[src/rtl/fifo_wr_arbiter.sv]
// Round-robin arbiter sharing one FIFO write port between two producers.
// Never issues a write the FIFO would reject; keeps per-producer accept and stall counters.
module fifo_wr_arbiter #(
  parameter int unsigned DATA_WIDTH = 32,
  parameter int unsigned DEPTH      = 8,
  parameter int unsigned CNT_WIDTH  = 8
) (
  input  logic                  clk,
  input  logic                  reset,
  input  logic                  req0,
  input  logic [DATA_WIDTH-1:0] d0,
  input  logic                  req1,
  input  logic [DATA_WIDTH-1:0] d1,
  input  logic [3:0]            fifo_data_count,
  output logic                  fifo_wr_en,
  output logic [DATA_WIDTH-1:0] fifo_d_in,
  output logic                  ack0,
  output logic                  ack1,
  output logic                  last_grant,
  output logic [CNT_WIDTH-1:0]  acc_cnt0,
  output logic [CNT_WIDTH-1:0]  acc_cnt1,
  output logic [CNT_WIDTH-1:0]  stall_cnt
);

  typedef enum logic [1:0] {StIdle, StWrite, StStall} state_e;

  state_e                state_q, state_d;
  logic [DATA_WIDTH-1:0] d_in_q, d_in_d;
  logic                  ack0_q, ack0_d;
  logic                  ack1_q, ack1_d;
  logic                  last_grant_q, last_grant_d;
  logic [CNT_WIDTH-1:0]  acc0_q, acc0_d;
  logic [CNT_WIDTH-1:0]  acc1_q, acc1_d;
  logic [CNT_WIDTH-1:0]  stall_q, stall_d;

  logic [4:0] occ;
  logic       room;
  logic       elig0, elig1, grant1;

  assign fifo_wr_en = (state_q == StWrite);
  assign fifo_d_in  = d_in_q;
  assign ack0       = ack0_q;
  assign ack1       = ack1_q;
  assign last_grant = last_grant_q;
  assign acc_cnt0   = acc0_q;
  assign acc_cnt1   = acc1_q;
  assign stall_cnt  = stall_q;

  always_comb begin
    state_d      = StIdle;
    d_in_d       = d_in_q;
    ack0_d       = 1'b0;
    ack1_d       = 1'b0;
    last_grant_d = last_grant_q;
    acc0_d       = acc0_q;
    acc1_d       = acc1_q;
    stall_d      = stall_q;

    // The in-flight write is not yet in the FIFO's count, so add it in.
    occ  = {1'b0, fifo_data_count} + {4'b0000, fifo_wr_en};
    room = (occ < 5'(DEPTH));

    // A producer still showing req during its ack cycle already has its word taken.
    elig0  = req0 & ~ack0_q;
    elig1  = req1 & ~ack1_q;
    grant1 = elig1 & (~elig0 | ~last_grant_q);

    if (elig0 | elig1) begin
      if (!room) begin
        state_d = StStall;
        if (stall_q != '1) stall_d = stall_q + CNT_WIDTH'(1);
      end else begin
        state_d = StWrite;
        if (grant1) begin
          d_in_d       = d1;
          ack1_d       = 1'b1;
          last_grant_d = 1'b1;
          acc1_d       = acc1_q + CNT_WIDTH'(1);
        end else begin
          d_in_d       = d0;
          ack0_d       = 1'b1;
          last_grant_d = 1'b0;
          acc0_d       = acc0_q + CNT_WIDTH'(1);
        end
      end
    end
  end

  always_ff @(posedge clk) begin
    if (reset) begin
      state_q      <= StIdle;
      d_in_q       <= '0;
      ack0_q       <= 1'b0;
      ack1_q       <= 1'b0;
      last_grant_q <= 1'b1;
      acc0_q       <= '0;
      acc1_q       <= '0;
      stall_q      <= '0;
    end else begin
      state_q      <= state_d;
      d_in_q       <= d_in_d;
      ack0_q       <= ack0_d;
      ack1_q       <= ack1_d;
      last_grant_q <= last_grant_d;
      acc0_q       <= acc0_d;
      acc1_q       <= acc1_d;
      stall_q      <= stall_d;
    end
  end

endmodule

[config.mk]
export PLATFORM = sky130hd
export DESIGN_NAME = fifo_wr_arbiter
export DESIGN_NICKNAME = d
export VERILOG_FILES = /design/src/rtl/fifo_wr_arbiter.sv
export SDC_FILE = /design/constraint.sdc
export NUM_CORES = 1
export LEC_CHECK = 0
export ABC_AREA = 1
export CAP_MARGIN = 5
export CORE_MARGIN = 4
export CORE_UTILIZATION = 43
export CTS_CLUSTER_DIAMETER = 60
export DETAILED_ROUTE_END_ITERATION = 6
export HOLD_SLACK_MARGIN = 0.15
export PLACE_DENSITY = 0.82
export SLEW_MARGIN = 25
export SYNTH_ARGS = -nofsm -noshare
export SYNTH_HDL_FRONTEND = slang
export SYNTH_SLANG_ARGS = --single-unit
[constraint.sdc]
create_clock -name clk -period 1.8 [get_ports clk]
set_clock_uncertainty 0.15 [all_clocks]
set_input_delay 0.27 -clock clk [delete_from_list [all_inputs] [get_ports clk]]
set_output_delay 0.27 -clock clk [all_outputs]
set_load 0.05 [all_outputs]
Word level (Yosys, flattened, before mapping) --
Cells that the tools add are included.
Operators by class: muxes and demuxes 4, bitwise gates (word level) 12, add/subtract/negate cells 4, reduce and logical (&&, ||, !) cells 6, equal/unequal tests 2, magnitude comparators 1
Operators by type and width (count):
- $mux 32 | 1
- $add 8x1->8 const B | 3
- $reduce_and 3->1 | 3
- $ne 8x8->1 const B | 1
- $not 1->1 | 7
- $add 4x1->5 | 1
- $lt 5x4->1 const B | 1
- $and 1x1->1 | 3
- $reduce_or 3->1 | 1
- $eq 2x1->1 const B | 1
- $mux 1 | 2
- $mux 2 | 1
- $or 1x1->1 | 2
- $reduce_and 2->1 | 1
- $reduce_or 2->1 | 1
Word-level totals: output and inout port bits 60, register bits after elaboration 61, word-level logic and storage cells 37

Logic depth before layout (Yosys ltp) --
Gate-level depths: netlist (run 1).
depth after elaboration 7, gate-level depth with buffers 10, mapped depth without buffers 9

Worst setup path before layout (run 1) --
No wires, ideal clock.
path type register to register, start register stall_q[1], in the netlist stall_cnt[1], end register stall_q[4], in the netlist stall_cnt[4], path buffers 0, data arrival time 1623 ps, setup time 70 ps, slack -43 ps, data required time 1580 ps, cell stages (with the launch flop) 8, clock period less this slack 1843 ps, path through dfxtp_1 > ha_1 > nand2_1 > nor2_2 > nand2_2 > nand3_2 > nand2_1 > a21oi_1
On the way: longest elaborated chain between the ends 2, elaborated cells between the ends (all ways) 3, those cells by class add/sub: 1; eq/ne: 1; reduce/logical: 1
Ends and longest elaborated chain:
- from (decl) | line 34 | logic [CNT_WIDTH-1:0] stall_q, stall_d;
- from (signal assigned) | line 107 | stall_q <= stall_d;
- branches (longest 2 deep; another with $add 8x1->8)
Parallel ways; which one is timed is not known. A chain may end at the register's enable or synchronous reset.

Final worst setup path (run 1) --
start register stall_q[1], in the netlist stall_cnt[1], end register stall_q[0], in the netlist stall_cnt[0]
On the way: longest elaborated chain between the ends 2
Ends and longest elaborated chain:
- $ne 8x8->1 | line 71 | if (stall_q != '1) stall_d = stall_q + CNT_WIDTH'(1);
- $reduce_and 3->1 (no source line)
Every way passes these cells.

==> results of run 1 <==
flip-flops by register name, summed over array words and instances (netlist names):
signal and cells:
acc_cnt0 8, acc_cnt1 8, ack0 1, ack1 1, fifo_d_in 32, last_grant 1, stall_cnt 8, state_q 2
synthesized netlist by cell type:
cell type / instances
sky130_fd_sc_hd__xnor2_1: 1
sky130_fd_sc_hd__nor3_1: 3
sky130_fd_sc_hd__nor2_4: 1
sky130_fd_sc_hd__o21ai_0: 4
sky130_fd_sc_hd__clkbuf_1: 6
sky130_fd_sc_hd__buf_6: 7
sky130_fd_sc_hd__nand3_1: 17
sky130_fd_sc_hd__nor2_1: 21
sky130_fd_sc_hd__nand3_2: 2
sky130_fd_sc_hd__ha_1: 3
sky130_fd_sc_hd__inv_1: 23
sky130_fd_sc_hd__nor2_2: 3
sky130_fd_sc_hd__nand4_1: 10
sky130_fd_sc_hd__nand2_4: 1
sky130_fd_sc_hd__inv_2: 7
sky130_fd_sc_hd__nand3b_1: 1
sky130_fd_sc_hd__dfxtp_1: 61
sky130_fd_sc_hd__nand2_2: 4
sky130_fd_sc_hd__nand3_4: 1
sky130_fd_sc_hd__clkinv_2: 1
sky130_fd_sc_hd__a21oi_1: 51
sky130_fd_sc_hd__buf_2: 6
sky130_fd_sc_hd__buf_4: 1
sky130_fd_sc_hd__o21ai_1: 1
sky130_fd_sc_hd__xor2_1: 7
sky130_fd_sc_hd__nand2_1: 233
area by class of cell:
class	instances	area (um2)	share of cell area (%)
Timing Repair Buffer	149	1350	29.1
Multi-Input combinational cell	364	1620	34.7
Clock buffer	10	138	2.96
Sequential cell	61	1220	26.3
Clock inverter	6	86.3	1.85
Tap cell	96	120	2.58
Inverter	31	118	2.53
worst paths after layout:
kind	startpoint	end	slack, ps
worst max register to register	stall_cnt[1]	stall_cnt[0]	230
worst max-delay path	stall_cnt[1]	stall_cnt[0]	230
worst min-delay path	reset	stall_cnt[4]	180
worst min register to register	fifo_d_in[22]	fifo_d_in[22]	320
metrics by stage:
step                      cell area, um2  setup TNS [ps]  utilization, %  total power [uW]  setup WS [ps]
after detailed placement            4430            -547            64.1              2380          -47.3
after CTS                           4650               0            67.4              3730            244
after global placement              4430           -8.20            64.1              2370          -7.23
final                               4650               0            67.4              3700            233
after floorplan                     3100               0               -              2010           76.1
after global routing                4650               0            67.4              3870           70.7
logic make-up (layout without fill, tap and decap cells):
| kind of cell | count (synthesis) | in the layout | share of synthesized area, % |
|---|---|---|---|
| and+or+nand+nor | 297 | 297 | 39.7 |
| adders and majority gates | 3 | 3 | 1.21 |
| buffers and inverters | 51 | 196 | 8.29 |
| AOI/OAI and AO/OA | 56 | 56 | 9.06 |
| DFF | 61 | 61 | 39.5 |
| xor gates and xnor gates | 8 | 8 | 2.27 |
power breakdown:
part           switching (uW)  total (uW)  internal [uW]
clock                     537        1350            814
sequential               44.2        1460           1420
combinational             522         887            366
total                    1100        3700           2600
cells in the final DEF, fill, tap and decap left out, types with 2 or more instances in the layout:
| master | n |
|---|---|
| sky130_fd_sc_hd__clkinv_2 | 3 |
| sky130_fd_sc_hd__inv_2 | 7 |
| sky130_fd_sc_hd__ha_1 | 3 |
| sky130_fd_sc_hd__clkbuf_8 | 10 |
| sky130_fd_sc_hd__buf_12 | 5 |
| sky130_fd_sc_hd__nor2_2 | 3 |
| sky130_fd_sc_hd__nand2_1 | 233 |
| sky130_fd_sc_hd__nor2_1 | 21 |
| sky130_fd_sc_hd__xor2_1 | 7 |
| sky130_fd_sc_hd__buf_4 | 73 |
| sky130_fd_sc_hd__nor3_1 | 3 |
| sky130_fd_sc_hd__nand3_1 | 17 |
| sky130_fd_sc_hd__o21ai_0 | 4 |
| sky130_fd_sc_hd__inv_1 | 23 |
| sky130_fd_sc_hd__nand4_1 | 10 |
| sky130_fd_sc_hd__dfxtp_2 | 2 |
| sky130_fd_sc_hd__dfxtp_1 | 59 |
| sky130_fd_sc_hd__clkdlybuf4s50_1 | 70 |
| sky130_fd_sc_hd__bufinv_16 | 2 |
| sky130_fd_sc_hd__nand2_2 | 4 |
| sky130_fd_sc_hd__a21oi_1 | 51 |
| sky130_fd_sc_hd__nand3_2 | 2 |
metal layers:
layer,track usage (%),part of all wire (%)
met5,0,0
met4,8.91,1.7
met3,6.90,9.0
met2,35.1,48
met1,24.1,41
==> results.yml, run 1 <==
outcome:
  result_of_the_run: "completed"
routing:
  routed_via_density: 4.79
  post_drt_wl_per_cell_um: 12.2
  initialDrtViolationCount: 100
  first_pass_iters: 5
  detail-route-antenna-nets: 0
  totalWireLength_um: 8760
  detailroute.via_count: 3431
  route.detailed.drc: 0
floorplanning:
  die_area_um2: 8610
  std_cell_rows: 30
  floorplan.initialDensity_pct: 44.8
  die_h_um: 92.8
  dieWidth_um: 92.8
  floorplan.core_area_um2: 6910
  ioPinCount: 132
timing:
  slew-limit-headroom_pct: 77.4
  hold_slack_ps: 178
  achievable-frequency_mhz: 638
  setup_viol: 0
  final-max-slew-violation-count: 0
  timing_worst_slew_pin_value_ps: 338
  rsz0062_at_grt: "no"
  finalHoldViolCount: 0
  finalWorstPathRequiredPeriod_ps: 1570
  final_min_period_over_clock_period_pct: 87.1
flow_run:
  number_of_maximum_capacitance_violations: 0
clocking:
  cts_post_setup_buffers_inserted: 0
  worst_skew_pair.late_latency_ps: 330
  clk_path_buf_depth: 2
  clockRootBuffer: "sky130_fd_sc_hd__clkbuf_8"
  cts_max_level: 3
  clk_transition_reported_paths_ps: 70
  total_of_hold_buffers_inserted_after_clock_tree_synthesis: 0
  tritoncts: "built"
  cts_made_buffers: 9
  cts.repair.resized: 0
  cts.sink_count: 61
place:
  post-place-cells: 701
  finalWeightedCongestion: 0.828
  io_buffers: 131
  dpl.hpwl_um: 6800
critical_path:
  crit_required_ps: 1900
  worst_ep_arrival_time_ps: 1670
  critical_path_buf_inv_count: 0
  cpPeakStageDelay_ps: 370
  path_depth: 7
  worst-path-max-fanout: 8
  timing.critical_path.cells: "ha_1, nand2_1, nor2_2, nand2_2, nand3_2, nand2_1, a21oi_1"
  timing.critical_path.mode_cell: "sky130_fd_sc_hd__nand2_1"
  crit_path_end_kind: "flop"
  crit_slowest_cell: "sky130_fd_sc_hd__dfxtp_2"
  critPathTopFamily: "simple AND/OR/NAND/NOR gates"
  register_to_register_path_depth: 7
  critical_path.startpoint_type: "flop"
  type_of_the_worst_setup_path: "flop to flop"
logic_synthesis:
  mappedNetlistNets: 551
  syn-cell-area_um2: 3090
  synth_area_leader_cell: "sky130_fd_sc_hd__dfxtp_1"
  synth.yosys.seq_area_share_pct: 39.5
  synth_area_leaders: "sky130_fd_sc_hd__dfxtp_1, sky130_fd_sc_hd__nand2_1, sky130_fd_sc_hd__a21oi_1, sky130_fd_sc_hd__inv_1, sky130_fd_sc_hd__nand3_1"
  post_synth.cell_area_avg_um2: 6.50
  synthDistinctLibCells: 26
  ys_seq_elements: 61
  yosysWarnings: 0
  synth_top_area_share_pct: 39.5
  synth_cells: 476
layout:
  syn2layout_area_growth_pct: 50.5
  instances_no_fill: 717
  final_layout_size_suffix_gt1_share_pct: 18.8
  count_of_inserted_antenna_diode_cells: 0
  fin_nets: 691
  fillers: 621
power:
  max-vdd-ir-drop_uv: 401
  p_leak_uw: 0.00216
  power.density_nw_per_um2: 795
grt:
  global_route.overflow_total: 0
  maximum_number_of_pins_on_one_net_before_global_route_repair: 27
  grt_pass1_vias: 3266
  antenna_violations_before_repair: 0
  groute.usage.overall_pct: 20.9
  grt_pass1_wl_um: 14600
hold_path:
  hp-class: "primary input to flop"
  hold_path_cells: 2
Note: power is estimated with default switching activity, not from simulation.
==> run 2: changes to the inputs <==
Settings changed: CORE_ASPECT_RATIO set to 1.4, SLEW_MARGIN 25 to not set.
==> results.yml, run 2 (synthesized netlist as in run 1, its figures left out) <==
outcome:
  result_of_the_run: "completed"
power:
  p_leak_uw: 0.00215
  power.density_nw_per_um2: 798
  max-vdd-ir-drop_uv: 558
  total_power_uw: 3730
clocking:
  clk_path_buf_depth: 2
  cts_max_level: 3
  cts_made_buffers: 9
  clockRootBuffer: "sky130_fd_sc_hd__clkbuf_8"
  total_of_hold_buffers_inserted_after_clock_tree_synthesis: 1
  tritoncts: "built"
  cts.sink_count: 61
  worst_skew_pair.late_latency_ps: 340
  cts_post_setup_buffers_inserted: 0
  clk_transition_reported_paths_ps: 70
  cts.repair.resized: 0
critical_path:
  crit_slowest_cell: "sky130_fd_sc_hd__dfxtp_2"
  register_to_register_path_depth: 7
  type_of_the_worst_setup_path: "flop to flop"
  crit_path_end_kind: "flop"
  worst_ep_arrival_time_ps: 1690
  critPathTopFamily: "simple AND/OR/NAND/NOR gates"
  worst-path-max-fanout: 8
  cpPeakStageDelay_ps: 370
  critical_path_startpoint: "stall_cnt[0]"
  crit_required_ps: 1920
  rr_endpoint: "stall_cnt[3]"
  critical_path_buf_inv_count: 0
  timing.critical_path.cells: "ha_1, nand2_1, nor2_2, nand2_2, nand3_2, nand2_1, a21oi_1"
  r2r_slack_ps: 240
  critical_path.startpoint_type: "flop"
  timing.critical_path.mode_cell: "sky130_fd_sc_hd__nand2_1"
  r2r-start: "stall_cnt[0]"
place:
  dpl.hpwl_um: 6840
  finalWeightedCongestion: 0.810
  io_buffers: 131
  dpl-instance-area_um2: 4430
routing:
  routed_via_density: 4.79
  initialDrtViolationCount: 156
  post_drt_wl_per_cell_um: 12.2
  detail-route-antenna-nets: 0
  route.detailed.drc: 0
  detailroute.via_count: 3429
  first_pass_iters: 4
  totalWireLength_um: 8740
floorplanning:
  floorplan.initialDensity_pct: 44.3
  die_area_um2: 8630
  ioPinCount: 132
  std_cell_rows: 36
  dieWidth_um: 79.7
  die_h_um: 108
  floorplan.core_area_um2: 6980
grt:
  maximum_number_of_pins_on_one_net_before_global_route_repair: 27
  grt_pass1_vias: 3300
  groute.usage.overall_pct: 20.6
  antenna_violations_before_repair: 0
  global_route.overflow_total: 0
  grt_pass1_wl_um: 14100
layout:
  largest_register_ffs: 32
  mostFrequentLayoutCell: "sky130_fd_sc_hd__nand2_1"
  fillers: 637
  fin_nets: 691
  stdcell_area_um2: 4680
  count_of_inserted_antenna_diode_cells: 0
  final_layout_size_suffix_gt1_share_pct: 18.7
  mostFrequentLayoutCells: "sky130_fd_sc_hd__nand2_1, sky130_fd_sc_hd__buf_4, sky130_fd_sc_hd__clkdlybuf4s50_1"
  syn2layout_area_growth_pct: 51.3
  finalCoreUtilization_pct: 67.0
timing:
  setup_viol: 0
  final-max-slew-violation-count: 0
  finalHoldViolCount: 0
  rsz0062_at_grt: "no"
  timing_worst_slew_pin_value_ps: 275
  finalWorstPathRequiredPeriod_ps: 1560
  slew-limit-headroom_pct: 81.7
  hold_slack_ps: 314
  tns_ps: 0
  achievable-frequency_mhz: 639
  final_min_period_over_clock_period_pct: 86.9
hold_path:
  hold-path-endpoint: "fifo_d_in[30]"
  hold_start: "fifo_d_in[30]"
  hp-class: "flop to flop"
  hold_path_cells: 2
flow_run:
  number_of_maximum_capacitance_violations: 0
[run 2: cell count changes in the layout (fill, tap and decap cells not counted), sizes merged]
cell,delta
clkinvlp,+2
dlygate4sd3,+1
clkinv,-3
clkbuf,+1
buf,-1
[run 2: cell type report]
type                    instances  area (um2)  share of cell area, %
multi-input cells             364        1620                   34.5
flip-flops and latches         61        1220                   26.2
inverters                      31         118                   2.51
repair buffers                149        1370                   29.3
clock inverters                 5        82.6                   1.77
clock buffers                  11         151                   3.24
well taps                      95         119                   2.54
[run 2: worst reg2reg max path, cell delays in order, from the launching register on]
cell	delay (ps)
sky130_fd_sc_hd__dfxtp_2	370
sky130_fd_sc_hd__ha_1	200
sky130_fd_sc_hd__nand2_1	90
sky130_fd_sc_hd__nor2_2	150
sky130_fd_sc_hd__nand2_2	140
sky130_fd_sc_hd__nand3_2	180
sky130_fd_sc_hd__nand2_1	70
sky130_fd_sc_hd__a21oi_1	150
[run 2: stage by stage]
stage / setup slack (ps) / std cells
floorplan: 76.1 / 476
global placement: 9.23 / 699
detailed placement: -37.0 / 699
CTS: 236 / 716
global route: 59.6 / 716
finish: 236 / 716
[run 2: worst max path at each step]
stage	end	slack (ps)	cells past startpoint
6_report	stall_cnt[3]	240	7
3_5_place_dp	fifo_d_in[27]	-40	8
3_3_place_gp	acc_cnt0[1]	9	7
5_1_grt	acc_cnt0[6]	60	7
4_1_cts	stall_cnt[3]	240	7
2_1_floorplan	acc_cnt0[6]	80	8
[run 2: power breakdown]
part           switching, uW  internal, uW  leakage [uW]  total, uW
Clock                    548           854      0.000108       1400
Sequential              46.6          1420      0.000498       1460
Combinational            513           354       0.00155        867
Total                   1110          2630       0.00215       3730
[run 2: metal layers]
metal | vias to the layer above | share of wire [%] | track usage, % | routed length (um)
met3 | 11 | 8.8 | 6.25 | 773
met5 | - | 0 | 0 | 0
li1 | 1771 | - | - | -
met1 | 1532 | 38 | 20.7 | 3330
met4 | 0 | 1.7 | 9.95 | 150
met2 | 115 | 51 | 37.9 | 4480
==> run 3: changes to the inputs <==
Settings changed: CORE_ASPECT_RATIO 1.4 to not set.
==> results of run 3 <==
Same layout as run 1: the final DEF is identical, and so are final timing and power.
==> RTL change 1: new RTL, flow settings as in run 2 <==
Reset style: asynchronous (`reset`), changed in one clocked block.
--- a/src/rtl/fifo_wr_arbiter.sv
+++ b/src/rtl/fifo_wr_arbiter.sv
@@ -87,5 +87,5 @@
   end
 
-  always_ff @(posedge clk) begin
+  always_ff @(posedge clk or posedge reset) begin
     if (reset) begin
       state_q      <= StIdle;
Function: differs if reset is asserted again (counterexample within 4 cycles, from zero or initial values and one cycle with reset high); with reset held inactive, the same outputs for 10 cycles.
==> RTL change 1 against run 2 <==
Synthesized area increased by 5.1%; final area increased by 2.8%; wire length down 1.4%; synthesized cell count down 2.7%; hold slack worse by 0.099 ns; final cell count decreased by 1.4%; worst setup slack worse by 0.074 ns; sequential share of layout area up 5.6 points; sequential cell count unchanged.
Power is not compared: it rests on default switching activity, and its combinational part moved more than twofold at a synthesized area within 25%.
==> RTL change 1: results <==
set metrics [dict create \
    run_status "complete, no violations" \
    drt-initial-drc-count 179 \
    synth_area_leaders "sky130_fd_sc_hd__dfrtp_1 46%, sky130_fd_sc_hd__nand2_1 34%, sky130_fd_sc_hd__inv_1 3.5%" \
    num-multi-input-gates 357 \
    clk_share_pct 3.174 \
    inverters_excl_clock 33 \
    buffers 145 \
    placedInstanceArea_um2 4657 \
    postLayoutCoreUtil_pct 65.34 \
    mappedNetlistNets 538 \
    worst_setup_path_endpoint "stall_cnt[6]$_DFFE_PP0P_" \
    post_route_worst_hold_slack_ns 0.2157 \
    synth_cell_types 24 \
    grt_first_pass_wirelength_um 14010 \
    worst_ep_arrival_time_ns 1.71 \
    cp_slowest_cell "sky130_fd_sc_hd__dfrtp_1" \
    buffer_area_share_pct 28.15 \
    dr.pass1.iters 5 \
    final.setup.worst_slack_ns 0.1618 \
    fillCellCount 635 \
    hold_path_class "input pin to asynchronous set/reset pin" \
    met3WireLength_um 461 \
    fraction_of_layout_cells_with_a_size_suffix_above_1_pct 16.42 \
    wl_met1_um 3340 \
    nets_finish 682 \
]
## RTL change 1: changes by cell type after synthesis, moves of 4 or more
| cell | delta |
|---|---|
| sky130_fd_sc_hd__a21oi_1 | -51 |
| sky130_fd_sc_hd__buf_4 | +5 |
| sky130_fd_sc_hd__buf_6 | -7 |
| sky130_fd_sc_hd__clkbuf_1 | -5 |
| sky130_fd_sc_hd__dfrtp_1 | +60 |
| sky130_fd_sc_hd__dfxtp_1 | -61 |
| sky130_fd_sc_hd__inv_1 | +7 |
| sky130_fd_sc_hd__inv_2 | -4 |
| sky130_fd_sc_hd__nand2_1 | +64 |
| sky130_fd_sc_hd__nor2_1 | -11 |
## RTL change 1: logic make-up after synthesis
group                    after synthesis  share of synthesized area [%]
AO/OA/AOI/OAI                          5                          1.116
XOR/XNOR                               9                          2.425
adder cells (fa/ha/maj)                3                          1.155
buffers and inverters                 45                          6.043
flip-flops                            61                          47.00
AND/OR/NAND/NOR                      340                          42.26
==> RTL change 2: new RTL, flow settings as in run 2 <==
Without the edit above. `DATA_WIDTH`: 32 -> 48.
--- a/src/rtl/fifo_wr_arbiter.sv
+++ b/src/rtl/fifo_wr_arbiter.sv
@@ -2,5 +2,5 @@
 // Never issues a write the FIFO would reject; keeps per-producer accept and stall counters.
 module fifo_wr_arbiter #(
-  parameter int unsigned DATA_WIDTH = 32,
+  parameter int unsigned DATA_WIDTH = 48,
   parameter int unsigned DEPTH      = 8,
   parameter int unsigned CNT_WIDTH  = 8
Interface: changed (resized d0, d1 and fifo_d_in); port bits go from 132 to 180. No check against the original RTL was run, so the function may have changed too.
==> RTL change 2 against run 2 <==
Final area is 26% higher; wire length increased by 32%; worst setup slack got worse by 0.13 ns; power grew 28%; clock power increased by 24%; non-clock buffer count rose by 46; synthesized area grew 24%; core utilization up 1.0 points; sequential cell count grew 16; critical path type unchanged.
==> RTL change 2: results <==
set metrics [dict create \
    rr_endpoint "stall_cnt[5]$_SDFFE_PP0P_" \
    path_max_fanout 9 \
    peakVddDrop_mv 0.5526 \
    r2r_slack_ns 0.11 \
    worst_setup_hold_path_clk_slew_ns 0.05 \
    placement.setup.worst_slack_ns -0.1007 \
    leakage_power_figure_nw 2.749 \
    synth_sequential_area_ratio_pct 40.20 \
    holdPathStages 3 \
    drt-initial-drc-count 217 \
    critical_path.reg2reg.startpoint "stall_cnt[1]$_SDFFE_PP0P_" \
    dr.pass1.iters 5 \
    synth_cells 600 \
    seqPwrFrac_pct 38.8 \
    worst_hold_startpoint "reset" \
    mappedNetlistNets 707 \
    fraction_of_layout_cells_with_a_size_suffix_above_1_pct 15.36 \
    final.setup.worst_slack_ns 0.1060 \
    synth_area_leaders "sky130_fd_sc_hd__dfxtp_1 40%, sky130_fd_sc_hd__nand2_1 30%, sky130_fd_sc_hd__a21oi_1 8.6%" \
    routed_wire_length_per_instance_um 12.97 \
    port_buffers 179 \
    final_cell_count_no_fill 886 \
    post_route_worst_hold_slack_ns 0.1914 \
    largest_reg_flops 48 \
    run_status "complete, no violations" \
    synth_cell_types 23 \
    die_width_um 87.82 \
    grt_first_pass_wirelength_um 18450 \
    grt_util_all_layers_pct 21.74 \
    nets_finish 883 \
    viasPerCell 4.963 \
    weighted_congestion_reported_at_the_end_of_routability_driven_placement 0.8513 \
    power_frac_comb_pct 24.9 \
    clk_root_buffer_cell "sky130_fd_sc_hd__clkbuf_16" \
    worst-slew-pin-transition_ns 0.3903 \
    grt_pass1_vias 4242 \
    power.density_nw_per_um2 810.4 \
    hpwlAfterDp_um 8771 \
    placedInstanceArea_um2 5597 \
    synthDominantCellAreaShare_pct 40.20 \
]
-- RTL change 2: kinds of logic after synthesis --
| family | after synthesis | share of synthesized area (%) |
|---|---|---|
| compound gates | 74 | 9.723 |
| simple gates | 373 | 39.25 |
| xor+xnor | 8 | 1.827 |
| fa+ha+maj | 3 | 0.9789 |
| buf+inv | 65 | 8.026 |
| flops | 77 | 40.20 |
-- RTL change 2: layout make-up --
class	instances	area, um2
Clock buffer	16	291.5
Fill cell	760	2770
Inverter	35	131.4
Multi-Input combinational cell	458	1986
Sequential cell	77	1544
Tap cell	105	131.4
Timing Repair Buffer	195	1804
-- RTL change 2: routing by layer --
layer / wire [um] / track usage, % / vias up
li1: - / - / 2227
met1: 4097 / 21.82 / 1995
met2: 6127 / 40.09 / 152
met3: 979 / 6.319 / 23
met4: 289 / 9.693 / 0
met5: 0 / 0 / -
